## src/rtl/rsa_ctrl_seq.sv

```systemverilog
// rsa_ctrl_seq: start/stop arbitration and enable/reset sequencing for the RSA
// unit, with a programmable RUN watchdog and end-of-conversion reporting
// (sticky level plus one-cycle strobe). All outputs come straight from flops.
module rsa_ctrl_seq #(
   parameter int N_SRC      = 2,
   parameter int RST_CYCLES = 2,
   parameter int EOC_HOLD   = 2,
   parameter int TIMEOUT_W  = 16,
   localparam int SRC_W     = (N_SRC > 1) ? $clog2(N_SRC) : 1
) (
   input  logic                 clk,
   input  logic                 rstb,
   input  logic                 ena,
   input  logic [N_SRC-1:0]     start_req,
   input  logic [N_SRC-1:0]     stop_req,
   input  logic [TIMEOUT_W-1:0] timeout_max,
   input  logic                 eoc_rsa_unit,
   output logic                 en_rsa,
   output logic                 rst_rsa,
   output logic                 eoc,
   output logic                 eoc_pulse,
   output logic                 busy,
   output logic                 timeout_err,
   output logic [SRC_W-1:0]     src_id
);

   // One phase counter serves both RESET and HOLD; size it for the longer one.
   localparam int PH_MAX = (RST_CYCLES > EOC_HOLD) ? RST_CYCLES : EOC_HOLD;
   localparam int PH_W   = (PH_MAX > 1) ? $clog2(PH_MAX + 1) : 1;

   typedef enum logic [2:0] {
      S_IDLE  = 3'd0,
      S_RESET = 3'd1,
      S_RUN   = 3'd2,
      S_DONE  = 3'd3,
      S_HOLD  = 3'd4
   } state_t;

   state_t               state_q, state_d;
   logic [PH_W-1:0]      ph_cnt_q, ph_cnt_d;
   logic [TIMEOUT_W-1:0] wd_cnt_q, wd_cnt_d;
   logic                 eoc_q, eoc_d;
   logic                 err_q, err_d;
   logic [SRC_W-1:0]     src_id_q, src_id_d;
   logic                 en_q, en_d;
   logic                 rst_q, rst_d;
   logic                 busy_q, busy_d;
   logic                 pulse_q, pulse_d;

   logic                 any_start_s;
   logic                 any_stop_s;
   logic                 rst_last_s;
   logic                 hold_last_s;
   logic                 wd_expire_s;
   logic [TIMEOUT_W-1:0] wd_inc_s;

   // Fixed priority: the lowest-numbered requesting source wins.
   function automatic logic [SRC_W-1:0] lowest_set(input logic [N_SRC-1:0] req);
      logic [SRC_W-1:0] idx;
      idx = {SRC_W{1'b0}};
      for (int i = N_SRC - 1; i >= 0; i--) begin
         if (req[i]) begin
            idx = SRC_W'(i);
         end else begin
            idx = idx;
         end
      end
      return idx;
   endfunction

   assign any_start_s = |start_req;
   assign any_stop_s  = |stop_req;
   assign rst_last_s  = (ph_cnt_q == PH_W'(RST_CYCLES - 1));
   assign hold_last_s = (ph_cnt_q == PH_W'(EOC_HOLD - 1));
   // Expiry on the last allowed RUN cycle, so RUN never exceeds timeout_max cycles.
   assign wd_expire_s = (timeout_max != {TIMEOUT_W{1'b0}}) &&
                        (wd_cnt_q == (timeout_max - TIMEOUT_W'(1)));
   // Saturating increment: the watchdog count never wraps back to zero.
   assign wd_inc_s    = (wd_cnt_q == {TIMEOUT_W{1'b1}}) ? wd_cnt_q
                                                        : (wd_cnt_q + TIMEOUT_W'(1));

   // Next-state, counter and sticky-flag logic of the sequencer.
   always_comb begin
      state_d  = state_q;
      ph_cnt_d = ph_cnt_q;
      wd_cnt_d = wd_cnt_q;
      eoc_d    = eoc_q;
      err_d    = err_q;
      src_id_d = src_id_q;
      case (state_q)
         S_IDLE: begin
            if (any_start_s) begin
               state_d  = S_RESET;
               ph_cnt_d = {PH_W{1'b0}};
               eoc_d    = 1'b0;
               err_d    = 1'b0;
               src_id_d = lowest_set(start_req);
            end else begin
               state_d  = S_IDLE;
            end
         end
         S_RESET: begin
            if (any_stop_s) begin
               state_d  = S_IDLE;
            end else if (rst_last_s) begin
               state_d  = S_RUN;
               wd_cnt_d = {TIMEOUT_W{1'b0}};
            end else begin
               ph_cnt_d = ph_cnt_q + PH_W'(1);
            end
         end
         S_RUN: begin
            // Abort beats completion, completion beats the watchdog.
            if (any_stop_s) begin
               state_d  = S_IDLE;
            end else if (eoc_rsa_unit) begin
               state_d  = S_DONE;
               eoc_d    = 1'b1;
            end else if (wd_expire_s) begin
               state_d  = S_IDLE;
               err_d    = 1'b1;
            end else begin
               wd_cnt_d = wd_inc_s;
            end
         end
         S_DONE: begin
            // Stop is ignored from here on: the result is already valid.
            state_d  = S_HOLD;
            ph_cnt_d = {PH_W{1'b0}};
         end
         S_HOLD: begin
            if (hold_last_s) begin
               state_d  = S_IDLE;
            end else begin
               ph_cnt_d = ph_cnt_q + PH_W'(1);
            end
         end
         default: begin
            state_d  = S_IDLE;
         end
      endcase
   end

   // Output decode from the next state so the registered outputs track the state.
   always_comb begin
      en_d    = 1'b0;
      rst_d   = 1'b0;
      busy_d  = 1'b1;
      pulse_d = 1'b0;
      case (state_d)
         S_IDLE: begin
            busy_d  = 1'b0;
         end
         S_RESET: begin
            en_d    = 1'b1;
         end
         S_RUN: begin
            en_d    = 1'b1;
            rst_d   = 1'b1;
         end
         S_DONE: begin
            en_d    = 1'b1;
            rst_d   = 1'b1;
            pulse_d = 1'b1;
         end
         S_HOLD: begin
            rst_d   = 1'b1;
         end
         default: begin
            busy_d  = 1'b0;
         end
      endcase
   end

   // State, counters, flags and outputs; synchronous reset, frozen while ena is low.
   always_ff @(posedge clk) begin
      if (!rstb) begin
         state_q  <= S_IDLE;
         ph_cnt_q <= {PH_W{1'b0}};
         wd_cnt_q <= {TIMEOUT_W{1'b0}};
         eoc_q    <= 1'b0;
         err_q    <= 1'b0;
         src_id_q <= {SRC_W{1'b0}};
         en_q     <= 1'b0;
         rst_q    <= 1'b0;
         busy_q   <= 1'b0;
         pulse_q  <= 1'b0;
      end else if (ena) begin
         state_q  <= state_d;
         ph_cnt_q <= ph_cnt_d;
         wd_cnt_q <= wd_cnt_d;
         eoc_q    <= eoc_d;
         err_q    <= err_d;
         src_id_q <= src_id_d;
         en_q     <= en_d;
         rst_q    <= rst_d;
         busy_q   <= busy_d;
         pulse_q  <= pulse_d;
      end else begin
         state_q  <= state_q;
         ph_cnt_q <= ph_cnt_q;
         wd_cnt_q <= wd_cnt_q;
         eoc_q    <= eoc_q;
         err_q    <= err_q;
         src_id_q <= src_id_q;
         en_q     <= en_q;
         rst_q    <= rst_q;
         busy_q   <= busy_q;
         pulse_q  <= pulse_q;
      end
   end

   assign en_rsa      = en_q;
   assign rst_rsa     = rst_q;
   assign eoc         = eoc_q;
   assign eoc_pulse   = pulse_q;
   assign busy        = busy_q;
   assign timeout_err = err_q;
   assign src_id      = src_id_q;

endmodule

```

## config.mk

```make
export PLATFORM = sky130hd
export DESIGN_NAME = rsa_ctrl_seq
export DESIGN_NICKNAME = d
export VERILOG_FILES = /design/src/rtl/rsa_ctrl_seq.sv
export SDC_FILE = /design/constraint.sdc
export NUM_CORES = 1
export LEC_CHECK = 0
export BUFFER_PORTS_ARGS = -buffer_cell sky130_fd_sc_hd__buf_2
export CORE_UTILIZATION = 55
export DETAILED_ROUTE_END_ITERATION = 6
export GPL_TIMING_DRIVEN = 0
export PLACE_DENSITY = 0.77
export RECOVER_POWER = 100
export SLEW_MARGIN = 40
export SYNTH_ARGS = -nofsm -noshare
export SYNTH_HDL_FRONTEND = slang
export SYNTH_SLANG_ARGS = --single-unit
```

## constraint.sdc

```tcl
create_clock -name clk -period 3.7 [get_ports clk]
set_clock_uncertainty 0.05 [all_clocks]
set_input_delay 0.74 -clock clk [delete_from_list [all_inputs] [get_ports clk]]
set_output_delay 0.74 -clock clk [all_outputs]
set_load 0.02 [all_outputs]
```

# After elaboration in Yosys (flattened, before gate mapping)
# Cells that the tools add are included.
# op_classes
addsub,3
multipliers,0
div,0
order_cmp,0
eq_ne,20
n_shift,0
muxes,33
bitwise,0
n_reduce_logical,16
# op_table
op,count
$mux 16,6
$pmux 16 s2,1
$mux 3,6
$ne 2x2->1 const B,9
$add 16x1->16 const B,1
$eq 16x16->1,1
$eq 16x16->1 const B,1
$reduce_bool 16->1,1
$sub 16x1->16 const B,1
$pmux 3 s5,1
$mux 1,13
$eq 3x2->1 const B,4
$pmux 2 s4,1
$reduce_and 8->1,1
$eq 3x1->1 const B,2
$eq 3x3->1 const B,2
$mux 2,3
$reduce_and 6->1,1
$reduce_or 3->1,2
$reduce_and 5->1,1
$pmux 1 s2,2
$reduce_and 4->1,1
$reduce_bool 2->1,2
$reduce_bool 4->1,1
7 further kinds,8
# word_totals
register_bits,28
latchBits,0
ramBits,0
romBits,0
out_inout_bits,7
word_cells,82
n_memories,0

# Longest topological paths before layout
# Gate-level depths: netlist (run 1).
# depth
word_depth,10
ltp_mapped,11
ltp_nobuf,10

# Worst setup path after synthesis (run 1)
# Ideal clock, no wire load.
# synth_path
path_type,input -> register
start,input port timeout_max[0]
end,register wd_cnt_q[4]
arrival_ps,3264
t_required_ps,3527
slack_ps,263
path_stages,10
path_buffers,0
cell_sequence,inv_1 > ha_1 > nor4b_4 > a21oi_1 > a2111oi_2 > o2111ai_1 > or4_4 > a31oi_4 > or4_1 > mux2_1
# synth_between
elab_chain_len,5
# synth_rtl
element,line_no,rtl
start: declaration,16,"input logic [TIMEOUT_W-1:0] timeout_max,"
$sub 16x1->16,77,(wd_cnt_q == (timeout_max - TIMEOUT_W'(1)));
$eq 16x16->1,77,
$logic_and 1x1->1 *,76,assign wd_expire_s = (timeout_max != {TIMEOUT_W{1'b0}}) &&
$ne 2x2->1 (no line) *,-,
$reduce_and 8->1 (no line) *,-,
end signal: assignment,180,wd_cnt_q <= {TIMEOUT_W{1'b0}};
end signal: assignment,191,wd_cnt_q <= wd_cnt_d;
end signal: assignment,202,wd_cnt_q <= wd_cnt_q;
end: declaration,41,"logic [TIMEOUT_W-1:0] wd_cnt_q, wd_cnt_d;"
# Every way passes the cells marked *; elsewhere a longest branch is shown, timed or not.
# A chain may end at the register's enable or synchronous reset.

# Final worst setup path (run 1)
# layout_path
start,input port timeout_max[0]
end,register wd_cnt_q[0]
# Same word-level chain as after synthesis.

==> results of run 1 <==
[power by group]
| part | total [mW] | internal [mW] | switching (mW) | leakage [nW] |
|---|---|---|---|---|
| logic | 0.138 | 0.0517 | 0.0867 | 0.629 |
| registers | 0.313 | 0.309 | 0.00405 | 0.227 |
| clock network | 0.240 | 0.145 | 0.0953 | 0.0357 |
[synthesized netlist by cell type (all sizes together) (3+ instances only)]
cell     n
and3     6
nand2   25
nand3b   6
xor2     8
a21boi   5
clkbuf   9
xnor2   11
dfxtp   28
ha       4
nor3    13
nand3    7
inv     12
mux2     3
a31oi    8
or3      9
buf      5
nor2    23
nand4   14
o21ai   19
o41ai    4
and2     4
a21oi   20
[routing by layer]
| metal | vias to the layer above | wire length [um] | track usage, % |
|---|---|---|---|
| li1 | 1143 | - | - |
| met1 | 1068 | 2520 | 36.7 |
| met2 | 87 | 2550 | 43.9 |
| met3 | 10 | 323 | 4.17 |
| met4 | 0 | 82 | 8.15 |
| met5 | - | 0 | 0 |
[kinds of logic after synthesis]
logic type,Yosys count,share of synthesized area [%]
compound gates,82,26.2
buf+inv,26,5.28
flops,28,25.4
xor+xnor,19,7.54
simple gates,124,31.8
mux,3,1.53
fa+ha+maj,4,2.27
[flip-flops by register name (all words and copies together) (netlist names)]
signal	count
wd_cnt_q	16
state_q	3
ph_cnt_q	2
busy	1
en_rsa	1
eoc	1
eoc_pulse	1
rst_rsa	1
src_id	1
timeout_err	1
[worst paths after layout]
kind | start | end | depth (start not counted)
worst min register to register | ph_cnt_q[1] | ph_cnt_q[1] | 2
worst max register to register | wd_cnt_q[5] | wd_cnt_q[0] | 11
worst min-delay path | ph_cnt_q[1] | ph_cnt_q[1] | 2
worst max-delay path | timeout_max[0] | wd_cnt_q[0] | 13
[timing repair]
action                                  in CTS  in global routing
pin swaps                                    0                  1
endpoints found under the setup margin       3                  3
buffers inserted                             1                  1
gates resized for setup                      2                  1
[area by class of cell]
cell class | count | share of cell area (%)
multi-input cells | 232 | 61.5
flip-flops and latches | 28 | 22.4
repair buffers | 29 | 6.16
plain buffers | 14 | 2.86
well taps | 48 | 2.40
inverters | 12 | 1.80
clock buffers | 3 | 1.65
clock inverters | 1 | 1.20
[layout by cell type (no fill, tap or decap), types with 2 or more instances in the layout]
cell type / count
a211oi_1: 2
a21boi_0: 5
a21oi_1: 20
a31oi_1: 7
and2_1: 4
and3_1: 6
buf_1: 2
buf_2: 20
buf_4: 2
buf_6: 2
clkbuf_1: 16
clkbuf_8: 3
dfxtp_1: 28
ha_1: 4
inv_1: 12
mux2_1: 3
nand2_1: 25
nand3_1: 7
nand3b_1: 6
nand4_1: 14
nand4b_1: 2
nor2_1: 23
nor2b_1: 2
nor3_1: 11
nor3_2: 2
nor4_2: 2
o2111ai_1: 2
o21ai_0: 19
o221ai_1: 2
o41ai_1: 3
or2_2: 2
or3_1: 5
or3_2: 4
xnor2_1: 11
xor2_1: 8
[worst max-delay path: cells and delay by family]
kind / cells / cell delay [ns]
compound gates: 6 / 1.23
fa+ha+maj: 1 / 0.29
buf+inv: 4 / 0.46
simple gates: 2 / 0.93
==> results_dict.tcl, run 1 <==
set metrics [dict create \
    cts_tree "done" \
    synth_seq_area_share_pct 25.4 \
    route.vias.total 2308 \
    critical_path.slowest_cell "or4_4" \
    die_area_mm2 0.00427 \
    relSlewSlack_pct 53.1 \
    post-place-ws_ns -0.420 \
    num_antenna_cells 0 \
    hold_viol_final 0 \
    yosysTopAreaCellShare_pct 25.4 \
    rsz0062_at_grt "no" \
    wirelength_mm 5.48 \
    track_usage_pct 27.1 \
    r2r_setup_slack_ns 0.67 \
    dr.pass1.iters 4 \
    placed_cell_area_mm2 0.00240 \
    p_leak_nw 0.892 \
    grt_overflow 0 \
    drv_slew 0 \
    syn_nets 314 \
    critPathMaxFanout 10 \
    ys_async_sr_fraction_pct 0 \
    tns_ns 0 \
    ys.flop_type "dfxtp_1" \
    cts_max_path_buffers 2 \
    htreeDepth 1 \
    ios 31 \
    vias_per_cell 6.29 \
    syn_area_mm2 0.00221 \
    worst_pin_slew_ns 0.703 \
    crit_required_ns 3.86 \
    core-area_mm2 0.00374 \
    root_buffer "clkbuf_8" \
    multiInputGateArea_mm2 0.00154 \
    synth_seq_cells 28 \
    clkTransAtPathRegs_ns 0.10 \
    dr.first_iter.drc_count 118 \
    final_nets 348 \
    cp_cell_sequence "buf_2 -> inv_1 -> ha_1 -> nor4b_4 -> a21oi_1 -> a2111oi_0 -> o2111ai_1 -> or4_4 -> a31oi_4 -> buf_12 -> buf_6 -> o21ai_0 -> a21oi_1" \
    worst_setup_path_start_kind "input pin" \
    setup_ws_ns 0.178 \
    die_height_um 65.3 \
    instances_no_fill 367 \
    worst_path_most_repeated_cell "a21oi_1" \
    crit_path_end_kind "flip-flop" \
    synth_area_leader_cell "dfxtp_1" \
    syn_to_final_growth_pct 13.2 \
    syn-instance-count 286 \
    drive_above_1_share_pct 15.4 \
    cts.sinks 28 \
    hold_path.class "flip-flop to flip-flop" \
    cap_violations 0 \
    place_inst 361 \
    wl_per_cell_um 14.9 \
    fin_util_pct 66.7 \
    initial_core_util_pct 58.9 \
    regArea_um2 561 \
    gp_congestion 0.859 \
    setup_viol 0 \
    grt_max_degree 17 \
    synth_warnings 0 \
    period_share_pct 95.2 \
    cts_hold_buf 0 \
    fillers 349 \
    syn_avg_cell_area_um2 7.71 \
    grt_pass1_vias 2012 \
    cts_buffers 3 \
    cpPeakStageDelay_ns 0.56 \
    critPathKind "input pin to flip-flop" \
    grt_pass1_wl_mm 9.11 \
    antenna_found_initial 0 \
    critPathArrivalTime_ns 3.68 \
    status "finished clean" \
    max_freq_mhz 284 \
    dp_hpwl_mm 4.13 \
    drc_errors 0 \
    finalPower_mw 0.691 \
    synth_edf_count 0 \
    final_area_mm2 0.00250 \
    powerDensity_mw_per_mm2 277 \
    die_width_um 65.3 \
    ys_top_cells_by_area "dfxtp_1, a21oi_1, xnor2_1, o21ai_0, nand2_1" \
    drtAntennaViolNets 0 \
    synth.distinct_cells 65 \
    portBuffers 27 \
    clock_latency_ns 0.27 \
    vdd_ir_drop_max_mv 0.239 \
    timing.hold.ws_ns 0.421 \
    fin_crit_ns 3.52 \
    rows 22 \
]
Note: power is estimated with default switching activity, not from simulation.
==> inputs of run 2 (changes only) <==
--- a/config.mk
+++ b/config.mk
@@ -6,10 +6,9 @@
 export NUM_CORES = 1
 export LEC_CHECK = 0
 export BUFFER_PORTS_ARGS = -buffer_cell sky130_fd_sc_hd__buf_2
-export CORE_UTILIZATION = 55
+export CORE_UTILIZATION = 30
 export DETAILED_ROUTE_END_ITERATION = 6
 export GPL_TIMING_DRIVEN = 0
-export PLACE_DENSITY = 0.77
 export RECOVER_POWER = 100
 export SLEW_MARGIN = 40
 export SYNTH_ARGS = -nofsm -noshare
==> run 2 against run 1 <==
  * Non-clock buffer count did not move
  * Cell count grew 13%
  * Critical endpoint is now wd_cnt_q[4]
  * Sequential share of layout area shrank 0.56 points
  * Maximum frequency shrank 0.95%
  * Highest routed layer unchanged
  * Largest cell class unchanged
==> results_dict.tcl, run 2 (same netlist as run 1, synthesis figures left out) <==
set metrics [dict create \
    status "finished clean" \
    final_nets 348 \
    top_regs "wd_cnt_q (16), state_q (3), ph_cnt_q (2)" \
    fin_crit_ns 3.56 \
    portBuffers 27 \
    grt_overflow 0 \
    critPathKind "input pin to flip-flop" \
    drc_errors 0 \
    tns_ns 0 \
    vias_per_cell 5.46 \
    grt_pass1_wl_mm 9.31 \
    p_leak_nw 0.887 \
    syn_to_final_growth_pct 16.1 \
    grt_pass1_vias 2035 \
    clkPwrFrac_pct 29.9 \
    initial_core_util_pct 31.8 \
    hold_viol_final 0 \
    largest_register_ffs 16 \
    multiInputGateArea_mm2 0.00157 \
    wirelength_mm 5.75 \
    clock_latency_ns 0.27 \
    antenna_found_initial 0 \
    crit_path_end_kind "flip-flop" \
    finalPower_mw 0.645 \
    rows 30 \
    drtAntennaViolNets 0 \
    cts_buffers 3 \
    drv_slew 0 \
    setup_viol 0 \
    setup_ws_ns 0.145 \
    ios 31 \
    drive_above_1_share_pct 16.3 \
    wl_per_cell_um 13.9 \
    dp_hpwl_mm 4.44 \
    num_antenna_cells 0 \
    post-place-ws_ns -0.565 \
    final_cell_mix "dfxtp_1, nand2_1, nor2_1" \
    track_usage_pct 15.0 \
    route.vias.total 2264 \
    powerDensity_mw_per_mm2 252 \
    cts.sinks 28 \
    period_share_pct 96.1 \
    rsz0062_at_grt "no" \
    switchingPower_mw 0.190 \
    cts_tree "done" \
    max_freq_mhz 281 \
    relSlewSlack_pct 46.3 \
    crit_required_ns 3.82 \
    core-area_mm2 0.00694 \
    die_area_mm2 0.00770 \
    timing.hold.ws_ns 0.416 \
    htreeDepth 1 \
    clkTransAtPathRegs_ns 0.10 \
    dr.first_iter.drc_count 212 \
    switching_share_pct 29.4 \
    worst_setup_path_start_kind "input pin" \
    cap_violations 0 \
    fillers 722 \
    p_seq_share_pct 48.4 \
    regArea_um2 561 \
    p_int_mw 0.455 \
    hold_path.class "flip-flop to flip-flop" \
    final_common_cell "dfxtp_1" \
    die_width_um 87.8 \
    die_height_um 87.8 \
    combPwrFrac_pct 21.7 \
    vdd_ir_drop_max_mv 0.202 \
    critPathMaxFanout 7 \
    root_buffer "clkbuf_8" \
    worst_pin_slew_ns 0.806 \
    gp_congestion 0.895 \
    registers.top_by_ff_count "wd_cnt_q" \
    dr.pass1.iters 4 \
    grt_max_degree 16 \
    cts_max_path_buffers 2 \
    critPathArrivalTime_ns 3.68 \
]
run 2: worst max-delay path: stages:
cell and delay, ns:
buf_2 0.13, inv_1 0.11, ha_4 0.18, nor4b_4 0.43
a31oi_1 0.15, a221oi_1 0.35, o2111ai_2 0.21, or4_4 0.57
a31oi_4 0.31, or4_1 0.17, mux2_1 0.31
run 2: area by class of cell:
type | count | share of cell area, %
plain buffers | 14 | 2.78
clock buffers | 4 | 2.15
inverters | 12 | 1.76
multi-input cells | 232 | 61.2
flip-flops and latches | 28 | 21.9
well taps | 96 | 4.69
repair buffers | 29 | 5.52
run 2: worst paths after layout:
path                        from           to  slack [ns]  cells after the start
setup reg to reg     wd_cnt_q[5]  wd_cnt_q[4]        0.61                      9
hold reg to reg      ph_cnt_q[1]  ph_cnt_q[1]        0.42                      2
setup / recovery  timeout_max[0]  wd_cnt_q[4]        0.14                     11
hold / removal       ph_cnt_q[1]  ph_cnt_q[1]        0.42                      2
run 2: what timing repair did:
action,4_1_cts,5_1_grt
setup buffers,0,2
hold buffers,0,0
setup endpoints to repair,11,18
pin swaps,1,3
gates resized for setup,2,5
run 2: through the flow:
stage          util [%]  cells  area, um2
5_1_grt            36.9    415       2560
6_report           36.9    415       2560
3_5_place_dp       35.4    409       2460
4_1_cts            36.3    413       2520
3_3_place_gp       35.4    409       2460
2_1_floorplan         -    286       2210
run 2: metal layers:
layer / up-vias / wire (um) / GRT usage [%]
li1: 1142 / - / -
met1: 1041 / 2830 / 21.0
met2: 69 / 2530 / 23.3
met3: 12 / 289 / 2.36
met4: 0 / 101 / 4.77
met5: - / 0 / 0
run 2: power by group through the flow:
stage               combinational [mW]  clock (mW)  sequential, mW
CTS                              0.137       0.199           0.312
floorplan                       0.0848           0           0.324
global route                     0.156       0.206           0.313
finish                           0.140       0.193           0.312
global placement                 0.134           0           0.319
detailed placement               0.136           0           0.319
